<file path="src/rtl/zero_counter_unit_pkg.sv">
// -----------------------------------------------------------------------------
// zero_counter_unit_pkg
//   Shared sizing helpers for the zero counter and its combinational tree.
//   A tree node is packed as {valid, cnt}:
//     valid : the node's span contains at least one 1
//     cnt   : zeros counted from the high-priority end of the span; it equals
//             the span width when valid is 0
//   Node fields depend on the instance width, so the package exports the
//   widths rather than a fixed struct.
// -----------------------------------------------------------------------------
package zero_counter_unit_pkg;

    // Bits needed to hold every count from 0 up to and including n.
    function automatic int cnt_width(input int n);
        return $clog2(n + 1);
    endfunction

    // Packed {valid, cnt} node width for a tree that spans n bits.
    function automatic int node_width(input int n);
        return cnt_width(n) + 1;
    endfunction

    // Smallest power of two that is >= n. The tree is built on this width.
    function automatic int pad_width(input int n);
        return 1 << $clog2(n);
    endfunction

endpackage

</file>
<file path="src/rtl/zero_counter_unit_tree.sv">
// -----------------------------------------------------------------------------
// zero_count_tree
//   Purely combinational leading-zero counter built as a binary merge tree.
//   Bit IN_W-1 has the highest priority. IN_W must be a power of two; the
//   parent pads narrower vectors before they reach this block.
//
//   Ports
//     i_vec      in  IN_W            vector to examine
//     o_cnt      out cnt_width(IN_W) zeros from the MSB down to the first 1
//     o_all_zero out 1               i_vec has no 1 bits
// -----------------------------------------------------------------------------
module zero_count_tree
    import zero_counter_unit_pkg::*;
#(
    parameter int IN_W = 8
) (
    input  logic [IN_W-1:0]            i_vec,
    output logic [cnt_width(IN_W)-1:0] o_cnt,
    output logic                       o_all_zero
);

    localparam int CW     = cnt_width(IN_W);
    localparam int NW     = node_width(IN_W);
    localparam int LEVELS = $clog2(IN_W);
    localparam int NODES  = 2 * IN_W - 1;

    localparam logic [CW-1:0] LEAF_ONE = CW'(1);

    // All nodes stored level by level: level 0 (single bits) at node index 0,
    // level l starting at node index 2*IN_W - 2*(IN_W >> l), and the root last.
    logic [NODES*NW-1:0] w_node;

    // A single bit counts 0 zeros when it is 1 and 1 zero when it is 0.
    for (genvar gj = 0; gj < IN_W; gj++) begin : g_leaf
        assign w_node[gj*NW +: NW] = {i_vec[gj], (i_vec[gj] ? {CW{1'b0}} : LEAF_ONE)};
    end

    for (genvar gl = 1; gl <= LEVELS; gl++) begin : g_level
        localparam int N_NODES = IN_W >> gl;
        localparam int OFF     = 2 * IN_W - 2 * (IN_W >> gl);
        localparam int C_OFF   = 2 * IN_W - 2 * (IN_W >> (gl - 1));
        localparam logic [CW-1:0] HALF = CW'(1 << (gl - 1));

        for (genvar gj = 0; gj < N_NODES; gj++) begin : g_merge
            logic [NW-1:0] w_hi;
            logic [NW-1:0] w_lo;

            assign w_hi = w_node[(C_OFF + 2*gj + 1)*NW +: NW];
            assign w_lo = w_node[(C_OFF + 2*gj)*NW +: NW];

            // A 1 in the high half decides the count; otherwise the whole high
            // half is zeros and the low half's count extends it.
            assign w_node[(OFF + gj)*NW +: NW] =
                w_hi[NW-1] ? w_hi : {w_lo[NW-1], HALF + w_lo[CW-1:0]};
        end
    end

    assign o_cnt      = w_node[(NODES-1)*NW +: CW];
    assign o_all_zero = ~w_node[(NODES-1)*NW + CW];

endmodule

</file>
<file path="src/rtl/zero_counter_unit.sv">
// -----------------------------------------------------------------------------
// zero_counter_unit
//   Registered zero counter. It counts contiguous zeros from the MSB
//   (REVERSE=0, leading zeros) or from the LSB (REVERSE=1, trailing zeros).
//   Latency is one clock and throughput is one vector per clock.
//
//   Parameters
//     IN_W    input width, >= 1
//     REVERSE 0: count from bit IN_W-1 downward; 1: count from bit 0 upward
//     OUT_W   (derived) count width, holds 0..IN_W
//
//   Ports
//     clk         in  1      rising-edge clock
//     rst_n       in  1      asynchronous active-low reset
//     i_in_valid  in  1      qualifies i_in this cycle
//     i_in        in  IN_W   vector to examine
//     o_out_valid out 1      o_out/o_all_zero belong to last cycle's i_in_valid
//     o_out       out OUT_W  zero count, 0..IN_W
//     o_all_zero  out 1      sampled vector was all zeros
// -----------------------------------------------------------------------------
module zero_counter_unit
    import zero_counter_unit_pkg::*;
#(
    parameter int   IN_W    = 8,
    parameter int   REVERSE = 0,
    localparam int  OUT_W   = cnt_width(IN_W)
) (
    input  logic             clk,
    input  logic             rst_n,
    input  logic             i_in_valid,
    input  logic [IN_W-1:0]  i_in,
    output logic             o_out_valid,
    output logic [OUT_W-1:0] o_out,
    output logic             o_all_zero
);

    localparam int PAD_W   = pad_width(IN_W);
    localparam int TREE_CW = cnt_width(PAD_W);

    localparam logic [TREE_CW-1:0] MAX_CNT = TREE_CW'(IN_W);

    logic [IN_W-1:0]    w_oriented;
    logic [PAD_W-1:0]   w_padded;
    logic [TREE_CW-1:0] w_tree_cnt;
    logic               w_tree_all_zero;
    logic [TREE_CW-1:0] w_cnt;
    logic               w_all_zero;

    logic               r_vld_p1;
    logic [OUT_W-1:0]   r_out_p1;
    logic               r_all_zero_p1;

    // The tree always counts from the MSB, so trailing-zero mode is just the
    // same tree fed with the bit-reversed vector.
    if (REVERSE != 0) begin : g_reverse
        for (genvar gi = 0; gi < IN_W; gi++) begin : g_bit
            assign w_oriented[gi] = i_in[IN_W-1-gi];
        end
    end else begin : g_forward
        assign w_oriented = i_in;
    end

    // Pad with 1s on the low-priority (LSB) side. The pad stops the count at
    // exactly IN_W when the real bits are all zero.
    if (PAD_W > IN_W) begin : g_pad
        assign w_padded = {w_oriented, {(PAD_W-IN_W){1'b1}}};
    end else begin : g_nopad
        assign w_padded = w_oriented;
    end

    zero_count_tree #(
        .IN_W (PAD_W)
    ) u_tree (
        .i_vec      (w_padded),
        .o_cnt      (w_tree_cnt),
        .o_all_zero (w_tree_all_zero)
    );

    // Keeps the count inside 0..IN_W no matter how the tree was padded.
    function automatic logic [TREE_CW-1:0] sat_cnt(input logic [TREE_CW-1:0] cnt);
        return (cnt > MAX_CNT) ? MAX_CNT : cnt;
    endfunction

    assign w_cnt = sat_cnt(w_tree_cnt);

    // With padding the tree never sees an all-zero vector, so a full-width
    // count is the all-zero indicator in that case.
    assign w_all_zero = w_tree_all_zero | (w_cnt == MAX_CNT);

    // ---- stage p0 -> p1: output register ----
    always_ff @(posedge clk or negedge rst_n) begin
        if (!rst_n) begin
            r_vld_p1      <= 1'b0;
            r_out_p1      <= '0;
            r_all_zero_p1 <= 1'b0;
        end else begin
            r_vld_p1 <= i_in_valid;
            if (i_in_valid) begin
                r_out_p1      <= w_cnt[OUT_W-1:0];
                r_all_zero_p1 <= w_all_zero;
            end
        end
    end

    assign o_out_valid = r_vld_p1;
    assign o_out       = r_out_p1;
    assign o_all_zero  = r_all_zero_p1;

endmodule

</file>
<file path="config.mk">
export PLATFORM = sky130hd
export DESIGN_NAME = zero_counter_unit
export DESIGN_NICKNAME = d
export VERILOG_FILES = /design/src/rtl/zero_counter_unit_pkg.sv /design/src/rtl/zero_counter_unit_tree.sv /design/src/rtl/zero_counter_unit.sv
export SDC_FILE = /design/constraint.sdc
export NUM_CORES = 1
export LEC_CHECK = 0
export ABC_AREA = 0
export CORE_AREA = 4 4 41 43
export CTS_CLUSTER_DIAMETER = 60
export DETAILED_ROUTE_END_ITERATION = 12
export DIE_AREA = 0 0 45 47
export SYNTH_ARGS = -nofsm -noshare
export SYNTH_HDL_FRONTEND = slang
export SYNTH_SLANG_ARGS = --single-unit
</file>
<file path="constraint.sdc">
create_clock -name clk -period 2.35 [get_ports clk]
set_clock_uncertainty 0.15 [all_clocks]
set_input_delay 0.47 -clock clk [delete_from_list [all_inputs] [get_ports clk]]
set_output_delay 0.47 -clock clk [all_outputs]
set_load 0.005 [all_outputs]
</file>
==> impl_metrics.toml <==
[run_status]
status = "complete, no violations"

[timing]
fin_crit_ps = 1710
relSlewSlack_pct = 77.5
holdWs_ps = 322
min_period_over_period_pct = 72.6
max_freq_ghz = 0.586
setup_viol_count_final = 0
worstMarginPinSlew_ps = 335
setup_tns_ps = 0
rsz0062_at_grt = "false"
final_hold_viol_count = 0
maxSlewViolCount = 0
fin_ws_ps = 643

[setup_path]
crit_family = "buffers and inverters"
worstSetupStartpointType = "flop"
crit_buf_inv = 1
cp_cell_sequence = "clkdlybuf4s50_1"
slowest_stage = "clkdlybuf4s50_1"
worstPathRequired_ps = 1730
critPathMaxFanout = 2
worstPathArrival_ps = 1090
cp_slowest_stage_delay_ps = 510
critPathKind = "flop to output port"
cp-end-kind = "output port"

[cells_and_area]
layout.nets = 64
fin_cells = 66
num_antenna_cells = 0
drive_above_1_share_pct = 9.80
fin_util_pct = 38.4
layout_commonest_cell = "clkdlybuf4s50_1"
final_cell_mix = "16 x clkdlybuf4s50_1, 6 x dfrtp_1, 4 x inv_1, 4 x nor2_1, 3 x clkbuf_4"
area_delta_synth_final_pct = 69.1
fin_area_um2 = 499

[cts]
clockRootBuffer = "clkbuf_4"
insertion_delay_ps = 240
cts.path.max_buffers = 2
htree_num_levels = 1
clock-sinks = 6
cts_buffers = 3
cts.repair.resized = 0
cts_hold_buffers = 0
postCtsSetupBuffers = 0
cts_tree = "yes"
clk_pin_slew_worst_paths_ps = 40

[routing]
drt-vias-per-instance = 4.44
drt_iter0_markers = 1
postRouteAntennaNets = 0
post-route-drc-count = 0
drt-total-wl_um = 706
wire_per_inst_um = 10.7
first_pass_iters = 2
via_count = 293

[power]
pwr-share-comb_pct = 19.4
power_leakage_nw = 0.195
swShare_pct = 21.0
switchingPower_mw = 0.0524
p_total_mw = 0.249
clkPwrFrac_pct = 35.9
power.density_nw_per_um2 = 499
internal_power_mw = 0.197
vdd_ir_drop_max_mv = 0.171
p_seq_share_pct = 44.7

[placed_design]
place_ws_ps = 503
placed_cell_area_um2 = 477
place_hpwl_um = 599
gp_congestion = 0.773
io_buffers = 16
placed_cells = 63

[yosys]
synthFlopType = "dfrtp_1"
syn_inst = 32
synth-seq-cells = 6
async_reset_ff_share_pct = 100
synth.distinct_cells = 17
syn-num-nets = 43
yosysWarnings = 0
synth_area_um2 = 295
ys_seq_area_share_pct = 50.8
synth_edf_count = 0
syn_area_per_cell_um2 = 9.23

[die]
rows = 13
start_util_pct = 22.7
die_y_um = 47
die_x_um = 45
core_um2 = 1300
io-pin-count = 17
die_area_um2 = 2120

[worst_hold_path]
hold_class = "input port to asynchronous set/reset pin"

[global_route]
grt_pass1_wl_mm = 1.15
grt-ovfl-total = 0
grt_use_total_pct = 8.34
grt_max_degree = 10
first_global_vias = 294
grt_antenna_before_repair = 0

[run]
drv_cap = 0
[cell usage after synthesis (2+ instances only)]
library cell | count | share of area, %
dfrtp_1 | 6 | 51
nand2_1 | 2 | 2.5
nand2b_1 | 2 | 4.2
inv_1 | 4 | 5.1
nor2b_1 | 2 | 4.2
o21ai_0 | 2 | 3.4
nor2_1 | 4 | 5.1
[sequential cells by signal (all words and copies together), names as in the netlist]
name and count:
o_out 4, o_all_zero 1, o_out_valid 1
[power by group through the flow]
stage	clock network (mW)	registers, mW	logic [mW]
finish	0.0896	0.111	0.0483
floorplan	0	0.113	0.0128
global placement	0	0.113	0.0487
detailed placement	0	0.113	0.0485
CTS	0.0964	0.111	0.0489
global route	0.104	0.112	0.0530
[metal layers]
| layer | share of wire (%) | wire [um] | global-route usage [%] | vias up |
|---|---|---|---|---|
| li1 | - | - | - | 151 |
| met1 | 45 | 315 | 8.78 | 124 |
| met2 | 40 | 284 | 11.6 | 16 |
| met3 | 14 | 101 | 4.21 | 2 |
| met4 | 0.57 | 4 | 8.77 | 0 |
| met5 | 0 | 0 | 0 | - |
[final cells by class]
type                    count  area [um2]
well taps                  15        18.8
fillers                   150         802
multi-input cells          21         125
repair buffers             17         168
inverters                   4        15.0
flip-flops and latches      6         150
clock buffers               3        22.5
[worst reg2reg max path, stage by stage (launching register included)]
cell and delay, ps:
dfrtp_1 380, nand2b_1 90, o221ai_1 100
[worst paths after layout]
check | from | end | slack, ps | depth (start not counted)
setup reg to reg | o_out[0] | o_out[0] | 1500 | 2
max in group asynchronous | rst_n | o_out[3] | 1520 | 1
hold / removal | rst_n | o_all_zero | 320 | 1
min in group clk | o_out[0] | o_out[0] | 380 | 2
hold reg to reg | o_out[0] | o_out[0] | 380 | 2
setup / recovery | o_out[2] | o_out[2] | 640 | 1
[kinds of logic (layout without fill, tap and decap cells)]
kind of cell / after synthesis / after routing / share of synthesized area, %
and+or+nand+nor: 14 / 14 / 26.7
AOI/OAI and AO/OA: 7 / 7 / 15.7
DFF: 6 / 6 / 50.8
buffers and inverters: 5 / 24 / 6.78
(Power assumes the default switching activity.)
